[config.mk]
export PLATFORM = sky130hd
export DESIGN_NAME = lin_header_rx
export DESIGN_NICKNAME = d
export VERILOG_FILES = /design/src/rtl/lin_header_rx.sv
export SDC_FILE = /design/constraint.sdc
export NUM_CORES = 1
export LEC_CHECK = 0
export ABC_AREA = 0
export BUFFER_PORTS_ARGS = -buffer_cell sky130_fd_sc_hd__buf_4
export CORE_MARGIN = 4
export CORE_UTILIZATION = 50
export DETAILED_ROUTE_END_ITERATION = 12
export PLACE_DENSITY_LB_ADDON = 0.25
export SLEW_MARGIN = 20
export SYNTH_ARGS = -nofsm -noshare
export SYNTH_HDL_FRONTEND = slang
export SYNTH_SLANG_ARGS = --single-unit
[constraint.sdc]
create_clock -name sys_clk -period 3.21 [get_ports sys_clk]
set_input_delay 0.642 -clock sys_clk [delete_from_list [all_inputs] [get_ports sys_clk]]
set_output_delay 0.642 -clock sys_clk [all_outputs]
set_load 0.1 [all_outputs]
[src/rtl/lin_header_rx.sv]
`default_nettype none
// ============================================================================
// Module   : lin_header_rx
// Purpose  : LIN responder header receiver (break, delimiter, sync, PID).
// Revision : 1.0 - initial release
// ============================================================================
module lin_header_rx #(
    parameter int CLKS_PER_BIT = 16,
    parameter int BREAK_MIN    = 13,
    parameter int TIMEOUT_BITS = 14
) (
    input  logic        sys_clk,
    input  logic        rst,
    input  logic        sdi,
    output logic [5:0]  pid_out,
    output logic        pid_valid,
    output logic [33:0] frame_header_out,
    output logic        sync_err,
    output logic        parity_err,
    output logic        frame_err,
    output logic        timeout_err,
    output logic        busy
);
    localparam int c_BREAK_CYC = BREAK_MIN * CLKS_PER_BIT;
    localparam int c_TO_CYC    = TIMEOUT_BITS * CLKS_PER_BIT;
    localparam int c_TMR_MAX   = (c_TO_CYC > CLKS_PER_BIT) ? c_TO_CYC : CLKS_PER_BIT;
    localparam int LOW_W       = $clog2(c_BREAK_CYC + 1);
    localparam int TMR_W       = $clog2(c_TMR_MAX + 1);

    localparam logic [LOW_W-1:0] c_LOW_SAT   = LOW_W'(c_BREAK_CYC);
    localparam logic [TMR_W-1:0] c_BIT_END   = TMR_W'(CLKS_PER_BIT - 1);
    localparam logic [TMR_W-1:0] c_TO_END    = TMR_W'(c_TO_CYC - 1);
    localparam logic [TMR_W-1:0] c_HALF_LOAD = TMR_W'(CLKS_PER_BIT / 2 - 1);

    typedef enum logic [2:0] {
        S_IDLE       = 3'd0,
        S_BREAK      = 3'd1,
        S_DELIM      = 3'd2,
        S_WAIT_START = 3'd3,
        S_BYTE       = 3'd4,
        S_CHECK      = 3'd5
    } state_t;

    state_t             state_q, state_d;
    logic               sync1_q, sync2_q, prev_q;
    logic [LOW_W-1:0]   low_cnt_q, low_cnt_d;
    logic [TMR_W-1:0]   tmr_q, tmr_d;
    logic [3:0]         bit_idx_q, bit_idx_d;
    logic               byte_idx_q, byte_idx_d;
    logic [9:0]         frame_q, frame_d;
    logic [9:0]         sync_frame_q, sync_frame_d;
    logic [5:0]         pid_q, pid_d;
    logic [33:0]        hdr_q, hdr_d;
    logic               pid_valid_q, pid_valid_d;
    logic               sync_err_q, sync_err_d;
    logic               parity_err_q, parity_err_d;
    logic               frame_err_q, frame_err_d;
    logic               timeout_err_q, timeout_err_d;

    logic               w_s_sdi, w_fall, w_par_ok;
    logic [7:0]         w_data;

    assign w_s_sdi = sync2_q;
    assign w_fall  = prev_q & ~sync2_q;

    // Frame is held in line order (start at bit 9), so data bits come out reversed.
    always_comb begin
        w_data = '0;
        for (int i = 0; i < 8; i++) begin
            w_data[i] = frame_q[8-i];
        end
    end

    assign w_par_ok = (w_data[6] == (w_data[0] ^ w_data[1] ^ w_data[2] ^ w_data[4])) &&
                      (w_data[7] == ~(w_data[1] ^ w_data[3] ^ w_data[4] ^ w_data[5]));

    always_comb begin
        state_d       = state_q;
        low_cnt_d     = low_cnt_q;
        tmr_d         = tmr_q;
        bit_idx_d     = bit_idx_q;
        byte_idx_d    = byte_idx_q;
        frame_d       = frame_q;
        sync_frame_d  = sync_frame_q;
        pid_d         = pid_q;
        hdr_d         = hdr_q;
        pid_valid_d   = 1'b0;
        sync_err_d    = 1'b0;
        parity_err_d  = 1'b0;
        frame_err_d   = 1'b0;
        timeout_err_d = 1'b0;

        case (state_q)
            S_IDLE: begin
                // The edge cycle itself is the first low cycle of the break.
                if (w_fall) begin
                    state_d   = S_BREAK;
                    low_cnt_d = LOW_W'(1);
                end
            end
            S_BREAK: begin
                if (!w_s_sdi) begin
                    if (low_cnt_q != c_LOW_SAT) begin
                        low_cnt_d = low_cnt_q + LOW_W'(1);
                    end
                end else if (low_cnt_q >= c_LOW_SAT) begin
                    state_d = S_DELIM;
                    tmr_d   = TMR_W'(1);
                end else begin
                    state_d = S_IDLE;
                end
            end
            S_DELIM: begin
                if (!w_s_sdi) begin
                    state_d     = S_IDLE;
                    frame_err_d = 1'b1;
                end else if (tmr_q == c_BIT_END) begin
                    state_d    = S_WAIT_START;
                    tmr_d      = '0;
                    byte_idx_d = 1'b0;
                end else begin
                    tmr_d = tmr_q + TMR_W'(1);
                end
            end
            S_WAIT_START: begin
                if (w_fall) begin
                    state_d   = S_BYTE;
                    tmr_d     = c_HALF_LOAD;
                    bit_idx_d = '0;
                end else if (tmr_q == c_TO_END) begin
                    state_d       = S_IDLE;
                    timeout_err_d = 1'b1;
                end else begin
                    tmr_d = tmr_q + TMR_W'(1);
                end
            end
            S_BYTE: begin
                if (tmr_q == '0) begin
                    frame_d   = {frame_q[8:0], w_s_sdi};
                    tmr_d     = c_BIT_END;
                    bit_idx_d = bit_idx_q + 4'd1;
                    if ((bit_idx_q == 4'd0) && w_s_sdi) begin
                        state_d     = S_IDLE;
                        frame_err_d = 1'b1;
                    end else if (bit_idx_q == 4'd9) begin
                        if (!w_s_sdi) begin
                            state_d     = S_IDLE;
                            frame_err_d = 1'b1;
                        end else begin
                            state_d = S_CHECK;
                        end
                    end
                end else begin
                    tmr_d = tmr_q - TMR_W'(1);
                end
            end
            S_CHECK: begin
                state_d = S_IDLE;
                if (!byte_idx_q) begin
                    if (w_data == 8'h55) begin
                        state_d      = S_WAIT_START;
                        byte_idx_d   = 1'b1;
                        tmr_d        = '0;
                        sync_frame_d = frame_q;
                    end else begin
                        sync_err_d = 1'b1;
                    end
                end else if (w_par_ok) begin
                    pid_d       = w_data[5:0];
                    hdr_d       = {13'b0, 1'b1, sync_frame_q, frame_q};
                    pid_valid_d = 1'b1;
                end else begin
                    parity_err_d = 1'b1;
                end
            end
            default: state_d = S_IDLE;
        endcase
    end

    always_ff @(posedge sys_clk or posedge rst) begin
        if (rst) begin
            sync1_q       <= 1'b1;
            sync2_q       <= 1'b1;
            prev_q        <= 1'b1;
            state_q       <= S_IDLE;
            low_cnt_q     <= '0;
            tmr_q         <= '0;
            bit_idx_q     <= '0;
            byte_idx_q    <= 1'b0;
            frame_q       <= '0;
            sync_frame_q  <= '0;
            pid_q         <= '0;
            hdr_q         <= '0;
            pid_valid_q   <= 1'b0;
            sync_err_q    <= 1'b0;
            parity_err_q  <= 1'b0;
            frame_err_q   <= 1'b0;
            timeout_err_q <= 1'b0;
        end else begin
            sync1_q       <= sdi;
            sync2_q       <= sync1_q;
            prev_q        <= sync2_q;
            state_q       <= state_d;
            low_cnt_q     <= low_cnt_d;
            tmr_q         <= tmr_d;
            bit_idx_q     <= bit_idx_d;
            byte_idx_q    <= byte_idx_d;
            frame_q       <= frame_d;
            sync_frame_q  <= sync_frame_d;
            pid_q         <= pid_d;
            hdr_q         <= hdr_d;
            pid_valid_q   <= pid_valid_d;
            sync_err_q    <= sync_err_d;
            parity_err_q  <= parity_err_d;
            frame_err_q   <= frame_err_d;
            timeout_err_q <= timeout_err_d;
        end
    end

    assign pid_out          = pid_q;
    assign pid_valid        = pid_valid_q;
    assign frame_header_out = hdr_q;
    assign sync_err         = sync_err_q;
    assign parity_err       = parity_err_q;
    assign frame_err        = frame_err_q;
    assign timeout_err      = timeout_err_q;
    assign busy             = (state_q != S_IDLE);

endmodule
`default_nettype wire

=== After elaboration in Yosys (flattened, before gate mapping) ===
Index checks and enable logic that the tools add are counted.

* Register bits after elaboration: 79
* Input bits: 3
* Logic and storage cells: 130

* Add/sub/neg operators: 4
* Order comparisons: 1
* Eq/ne operators: 27
* Mux-type cells: 53
* Bitwise gates (word level): 10
* Reduce and logical (&&, ||, !) cells: 18

{| class="wikitable"
|+ Operator list
! operator !! count
|-
| 8-bit 2-to-1 mux || 12
|-
| 8-bit one-hot mux with 5 select lines || 1
|-
| 3-bit 2-to-1 mux || 10
|-
| 2-bit != test, second input constant || 11
|-
| 1-bit 2-to-1 mux || 20
|-
| 3-bit one-hot mux with 6 select lines || 1
|-
| 8-bit by 1-bit adder with 8-bit output, second input constant || 2
|-
| 8-bit one-hot mux with 2 select lines || 1
|-
| 3-bit != test, second input constant || 4
|-
| 3-bit AND reduction || 4
|-
| 8-bit by 4-bit == test with 1-bit output, second input constant || 1
|-
| 8-bit by 7-bit == test with 1-bit output, second input constant || 1
|-
| 8-bit == test, second input constant || 1
|-
| 8-bit >= comparator, second input constant || 1
|-
| 8-bit logical NOT || 1
|-
| 4-bit 2-to-1 mux || 2
|-
| 8-bit != test, second input constant || 1
|-
| 4-bit one-hot mux with 2 select lines || 1
|-
| 8-bit by 1-bit subtractor with 8-bit output, second input constant || 1
|-
| 7-bit AND reduction || 1
|-
| 3-bit by 2-bit == test with 1-bit output, second input constant || 2
|-
| 3-bit == test, second input constant || 2
|-
| 2-bit 2-to-1 mux || 3
|-
| 6-bit AND reduction || 1
|-
| 16 further kinds || 28
|}

=== Depth between registers and ports, before layout ===
Gate-level depths: netlist of run 1.

* Depth after elaboration: 9
* Depth in mapped cells: 8

=== Least setup slack after synthesis of run 1 ===
OpenSTA, ideal clock, no wires.

* Path type: reg2out
* Start point: reg state_q[2]
* End point: out busy
* Arrival time: 1348 ps
* Data required time: 2568 ps
* Setup slack: 1220 ps
* Stages on the path, launching flop included: 4
* Cells stage by stage: dfrtp_1 -> clkbuf_2 -> nor2_1 -> nand2_1

* Longest elaborated chain between the ends: 1

{| class="wikitable"
|+ Ends and longest elaborated chain
! element !! line !! source
|-
| from (decl) || 44 || <nowiki>state_t state_q, state_d;</nowiki>
|-
| from (signal assigned) || 203 || <nowiki>state_q <= state_d;</nowiki>
|-
| 3-bit nonzero test || 227 || <nowiki>assign busy = (state_q != S_IDLE);</nowiki>
|-
| to (decl) || 22 || <nowiki>output logic busy</nowiki>
|}

No other way between the ends.

=== Final worst setup path of run 1 ===
* Start point: reg state_q[0]
* End point: out busy

The elaborated chain is that of the path after synthesis.

==> flow_metrics.env, run 1 <==
export IMPL_tightest_slew_ns=0.890
export IMPL_cap_violations=0
export IMPL_stdcell_count=496
export IMPL_dp_cells=480
export IMPL_gp_congestion=0.903
export IMPL_vias=2774
export IMPL_finalCriticalPeriod_ns=2.33
export IMPL_dp_hpwl_mm=5.27
export IMPL_highest_layer="met4"
export IMPL_synthArstFlopShare_pct=100
export IMPL_initial_core_util_pct=52.3
export IMPL_antenna_left=0
export IMPL_seqPwrFrac_pct=48.8
export IMPL_worstPathMaxFanout=18
export IMPL_crit_arrival_ns=1.69
export IMPL_finalCritPeriodShare_pct=72.6
export IMPL_routed_wl_met2_mm=3.46
export IMPL_vdd_drop_max_mv=0.389
export IMPL_pwr_share_clk_pct=36.4
export IMPL_reg2reg_from="tmr_q[0]$_DFFE_PP0P_"
export IMPL_setup_tns_final_ns=0
export IMPL_die_area_mm2=0.00922
export IMPL_grt_usage_pct=17.9
export IMPL_num_antenna_cells=0
export IMPL_p_comb_share_pct=14.9
export IMPL_cts_tree="built"
export IMPL_layout_cells_most_common="dfrtp_1"
export IMPL_r2r_setup_slack_ns=0.97
export IMPL_switching_share_pct=32.1
export IMPL_totalPowerFinal_w=0.00205
export IMPL_cts_buffer_depth=2
export IMPL_ios=49
export IMPL_clk_pin_slew_ns=0.08
export IMPL_max_slew_margin_pct=40.7
export IMPL_finClkSkew_ns=0.00731
export IMPL_ys_warn_count=0
export IMPL_crit_cells=3
export IMPL_yosys_top_cells_area="dfrtp_1, mux2_2, buf_4, o21ai_0, ha_1"
export IMPL_drt_iter0_markers=136
export IMPL_row_count=31
export IMPL_clock_fmax_ghz=0.429
export IMPL_cts_resized_gates=0
export IMPL_rr_worst_depth=6
export IMPL_post_cts_buffers=0
export IMPL_whs_ns=0.358
export IMPL_hold_viol_final=0
export IMPL_yosys_area_top_type="dfrtp_1"
export IMPL_critPathTopFamily="flip-flops"
export IMPL_final_layout_size_suffix_gt1_share_pct=28.5
export IMPL_syn_area_per_cell_um2=10.6
export IMPL_status="complete, no violations"
export IMPL_yosysTopAreaCellShare_pct=45.2
export IMPL_cts_made_buffers=9
export IMPL_clock_sinks=73
export IMPL_dr_pass1_iters=5
export IMPL_dr_wl_met3_um=380
export IMPL_clockRootBuffer="clkbuf_8"
export IMPL_ctsHoldBuffers=0
export IMPL_r2r_end="frame_err$_DFF_PP0_"
export IMPL_crit_slowest_cell="dfrtp_1"
export IMPL_h_tree_depth=3
export IMPL_slew_violations=0
export IMPL_worstSkewPairLatency_ns=0.35
export IMPL_avgViaCountPerCell=5.59
export IMPL_power_density_mw_per_mm2=475
export IMPL_portBuffers=35
export IMPL_cp_required_ns=2.57
export IMPL_startpoint="state_q[0]$_DFFE_PP0P_"
export IMPL_leakagePower_nw=2.02
export IMPL_core_mm2=0.00741
export IMPL_cp_slowest_stage_delay_ns=0.67
export IMPL_fp_dieW_um=96.0
export IMPL_rsz0062_at_grt="no"
export IMPL_worst_setup_path_type="flip-flop to output port"
export IMPL_antenna_found_initial=0
export IMPL_avgRoutedWirePerCell_um=15.2
export IMPL_grt_max_degree=74
export IMPL_yosysSeqAreaShare_pct=47.2
export IMPL_grt_pass1_wl_mm=12.8
export IMPL_switching_power_w=0.000657
export IMPL_crit_buf_inv=2
export IMPL_synth_cell_type_count=56
export IMPL_grt_pass1_vias=2665
export IMPL_drc=0
export IMPL_endpoint_kind="output port"
export IMPL_cp_endpoint="busy"
export IMPL_routed_wl_mm=7.56
export IMPL_globalRouteOverflowTotal=0
export IMPL_synth_main_ff_cell="dfrtp_1"
export IMPL_synth_edff_count=0
export IMPL_final_cell_mix="dfrtp_1, buf_4, mux2_2, o21ai_0, nor2_1"
export IMPL_synth_seq_cells=73
export IMPL_synthesis_area_mm2=0.00388
export IMPL_cp_start_kind="flip-flop"
export IMPL_area_growth_syn_to_layout_pct=11.2
export IMPL_nNetsFinal=404
export IMPL_wl_met1_mm=3.60
export IMPL_die_h_um=96.0
export IMPL_num_fill_cells=646
export IMPL_intPower_w=0.00139
export IMPL_hold_path_class="flip-flop to flip-flop"
export IMPL_syn_inst=367
export IMPL_setup_viol=0
export IMPL_cp_cell_sequence="inv_1 -> nand2_1 -> buf_4"
==> worst min path at each step <==
stage,startpoint,endpoint,slack [ns],cells past startpoint
finish,sync1_q$_DFF_PP1_,sync2_q$_DFF_PP1_,0.36,0
global route,sync1_q$_DFF_PP1_,sync2_q$_DFF_PP1_,0.37,0
CTS,sync1_q$_DFF_PP1_,sync2_q$_DFF_PP1_,0.36,0
detailed placement,sync1_q$_DFF_PP1_,sync2_q$_DFF_PP1_,0.35,0
global placement,sync1_q$_DFF_PP1_,sync2_q$_DFF_PP1_,0.35,0
floorplan,sync1_q$_DFF_PP1_,sync2_q$_DFF_PP1_,0.35,0
==> sequential cells by signal, indices dropped and copies added, names as in the netlist <==
register / count
frame_q: 10
low_cnt_q: 8
tmr_q: 8
prev_q: 1
parity_err: 1
pid_out: 5
sync_err: 1
pid_valid: 1
bit_idx_q: 4
sync_frame_q: 10
state_q: 3
sync2_q: 1
frame_header_out: 16
frame_err: 1
timeout_err: 1
byte_idx_q: 1
sync1_q: 1
==> final cells by class <==
class | instances | area (um2) | area share [%]
multi-input cells | 256 | 1820 | 42.1
well taps | 99 | 124 | 2.87
flip-flops and latches | 73 | 1830 | 42.5
repair buffers | 38 | 285 | 6.62
clock buffers | 9 | 124 | 2.87
inverters | 14 | 52.6 | 1.22
clock inverters | 7 | 80.1 | 1.86
==> per-stage QoR <==
| step | setup WS, ns | util [%] | cell area (um2) |
|---|---|---|---|
| after detailed placement | 0.989 | 55.4 | 4110 |
| final | 0.878 | 58.2 | 4310 |
| after floorplan | 0.720 | - | 3920 |
| after global routing | 0.692 | 58.2 | 4310 |
| after CTS | 0.884 | 58.2 | 4310 |
| after global placement | 1.09 | 55.4 | 4110 |
==> power by group through the flow <==
| stage | clock network (W) | logic (W) | registers [W] |
|---|---|---|---|
| detailed placement | 0 | 0.000308 | 0.00102 |
| global route | 0.000799 | 0.000342 | 0.00101 |
| floorplan | 0 | 0.000305 | 0.000982 |
| finish | 0.000746 | 0.000305 | 0.000999 |
| CTS | 0.000764 | 0.000308 | 0.000998 |
| global placement | 0 | 0.000306 | 0.00101 |
==> Yosys cell counts (2+ instances only) <==
cell	count
nand3_1	13
inv_1	14
clkbuf_1	5
o21ai_0	30
buf_4	22
o22ai_1	2
o211ai_1	3
o31ai_1	10
nor2b_1	8
nor3b_2	3
mux2_2	34
buf_2	7
nor3b_1	3
nor3_1	7
clkbuf_2	2
nand4bb_1	2
nor4_1	3
xnor2_1	9
nand2b_1	5
or4_4	2
nor2_1	24
or2_2	6
o221ai_1	2
nand3b_1	5
and3_1	5
a31oi_1	2
nand4b_1	2
dfstp_2	3
dfrtp_1	70
nand2_1	22
ha_1	9
and3_2	2
a21oi_1	5
a32oi_1	3
a22oi_1	2
==> cell families (layout without fill, tap and decap cells) <==
kind of cell               count (synthesis)  count (layout)  synth area share, %
and+or+nand+nor                          120             120                 18.0
adders and majority gates                  9               9                 2.91
AOI/OAI and AO/OA                         71              71                 12.6
other                                      1              13               0.0967
DFF                                       73              73                 47.2
muxes                                     34              34                 9.88
buffers and inverters                     50              68                 7.26
xor gates and xnor gates                   9               9                 2.03
==> per-layer routing <==
metal,global-route usage [%],vias to the layer above
met4,6.99,0
met5,0,-
met2,27.0,85
li1,-,1330
met1,24.9,1345
met3,4.07,14
No activity file was read; power rests on OpenSTA's default activity.
==> run 2: changes to the inputs <==
==> constraint.sdc (replaced) <==
create_clock -name sys_clk -period 2.4 [get_ports sys_clk]
set_input_delay 0.48 -clock sys_clk [delete_from_list [all_inputs] [get_ports sys_clk]]
set_output_delay 0.48 -clock sys_clk [all_outputs]
set_load 0.1 [all_outputs]
==> flow_metrics.env, run 2 (synthesis gave the netlist of run 1 again) <==
export IMPL_routed_wl_met2_mm=3.79
export IMPL_area_growth_syn_to_layout_pct=13.8
export IMPL_crit_slowest_cell="dfrtp_1"
export IMPL_portBuffers=35
export IMPL_setup_tns_final_ns=0
export IMPL_hold_viol_final=0
export IMPL_antenna_found_initial=0
export IMPL_worstPathMaxFanout=18
export IMPL_post_cts_buffers=0
export IMPL_ios=49
export IMPL_tightest_slew_ns=0.552
export IMPL_fp_dieW_um=96.0
export IMPL_cts_resized_gates=0
export IMPL_ctsHoldBuffers=0
export IMPL_grt_usage_pct=18.9
export IMPL_gp_congestion=0.969
export IMPL_layout_cells_most_common="dfrtp_1"
export IMPL_reg2reg_from="tmr_q[0]$_DFFE_PP0P_"
export IMPL_wl_met1_mm=3.64
export IMPL_finClkSkew_ns=0.0109
export IMPL_final_cell_mix="dfrtp_1, buf_4, mux2_2, o21ai_0, nor2_1"
export IMPL_antenna_left=0
export IMPL_rr_worst_depth=8
export IMPL_initial_core_util_pct=52.3
export IMPL_place_ws_ns=0.296
export IMPL_vdd_drop_max_mv=0.585
export IMPL_vias=2869
export IMPL_cts_tree="built"
export IMPL_nNetsFinal=409
export IMPL_leakagePower_nw=2.07
export IMPL_num_fill_cells=610
export IMPL_cp_start_kind="flip-flop"
export IMPL_num_antenna_cells=0
export IMPL_dr_wl_met3_um=485
export IMPL_cp_required_ns=1.92
export IMPL_rsz0062_at_grt="no"
export IMPL_finalCritPeriodShare_pct=92.7
export IMPL_grt_pass1_vias=2714
export IMPL_max_slew_margin_pct=63.2
export IMPL_endpoint_kind="output port"
export IMPL_clock_sinks=73
export IMPL_row_count=31
export IMPL_cp_slowest_stage_delay_ns=0.70
export IMPL_die_h_um=96.0
export IMPL_slew_violations=0
export IMPL_drc=0
export IMPL_status="complete, no violations"
export IMPL_power_density_mw_per_mm2=664
export IMPL_clk_pin_slew_ns=0.08
export IMPL_highest_layer="met4"
export IMPL_finalCriticalPeriod_ns=2.23
export IMPL_clockRootBuffer="clkbuf_8"
export IMPL_cp_cell_sequence="inv_1 -> nand2_1 -> buf_4"
export IMPL_hold_path_class="input port to async pin"
export IMPL_grt_pass1_wl_mm=13.4
export IMPL_cts_made_buffers=9
export IMPL_h_tree_depth=3
export IMPL_final_layout_size_suffix_gt1_share_pct=29.1
export IMPL_final_setup_worst_slack_ns=0.175
export IMPL_drt_iter0_markers=160
export IMPL_dr_pass1_iters=5
export IMPL_largest_register_ffs=16
export IMPL_worst_setup_path_type="flip-flop to output port"
export IMPL_globalRouteOverflowTotal=0
export IMPL_avgViaCountPerCell=5.73
export IMPL_worstSkewPairLatency_ns=0.35
export IMPL_r2r_end="bit_idx_q[3]$_DFFE_PP0P_"
export IMPL_r2r_setup_slack_ns=0.25
export IMPL_cap_violations=0
export IMPL_clock_fmax_ghz=0.449
export IMPL_setup_viol=0
export IMPL_grt_max_degree=74
export IMPL_cts_buffer_depth=2
export IMPL_crit_arrival_ns=1.75
export IMPL_dp_hpwl_mm=5.42
export IMPL_avgRoutedWirePerCell_um=16.0
export IMPL_core_mm2=0.00741
export IMPL_die_area_mm2=0.00922
export IMPL_routed_wl_mm=8.04
[run 2: through the flow]
step / total power (W) / cells / hold WS (ns) / utilization [%] / instance area (um2)
3_3_place_gp: 0.00177 / 485 / 0.346 / 56.3 / 4170
5_1_grt: 0.00306 / 501 / 0.221 / 59.6 / 4410
3_5_place_dp: 0.00178 / 485 / 0.349 / 56.3 / 4170
6_report: 0.00293 / 501 / 0.189 / 59.6 / 4410
2_1_floorplan: 0.00172 / 379 / 0.345 / - / 3920
4_1_cts: 0.00295 / 501 / 0.211 / 59.6 / 4410
[run 2: routing by layer]
metal / GRT usage (%) / vias to the layer above
met5: 0 / -
met4: 8.53 / 0
met3: 3.99 / 9
met2: 28.6 / 107
met1: 25.9 / 1410
li1: - / 1343
[run 2: worst max-delay path: cells and delay by family, from the launching register on]
kind                   cells  cell delay, ns
flip-flops                 1            0.70
buffers and inverters      2            0.55
AND/OR/NAND/NOR            1            0.14
[run 2: cell type report]
type	count	area (um2)	area share, %
repair buffers	43	348	7.88
clock buffers	10	128	2.89
inverters	14	52.6	1.19
multi-input cells	256	1820	41.1
well taps	99	124	2.81
flip-flops and latches	73	1830	41.5
clock inverters	6	115	2.61
[run 2: where the power goes]
part / internal, W / total, W / leakage (nW) / switching, W
clock: 0.000696 / 0.00117 / 0.117 / 0.000475
combinational: 0.000111 / 0.000419 / 0.949 / 0.000308
sequential: 0.00127 / 0.00134 / 1.00 / 0.0000740
total: 0.00207 / 0.00293 / 2.07 / 0.000857
[run 2: how the worst max path moves through the flow]
stage	start	to	slack [ns]	cells past startpoint
after floorplan	rst	bit_idx_q[0]$_DFFE_PP0P_	0.07	1
after global placement	tmr_q[2]$_DFFE_PP0P_	tmr_q[7]$_DFFE_PP0P_	0.34	5
after detailed placement	tmr_q[0]$_DFFE_PP0P_	bit_idx_q[3]$_DFFE_PP0P_	0.30	8
after CTS	state_q[0]$_DFFE_PP0P_	busy	0.20	3
after global routing	tmr_q[0]$_DFFE_PP0P_	bit_idx_q[2]$_DFFE_PP0P_	0.08	7
final	state_q[0]$_DFFE_PP0P_	busy	0.17	3
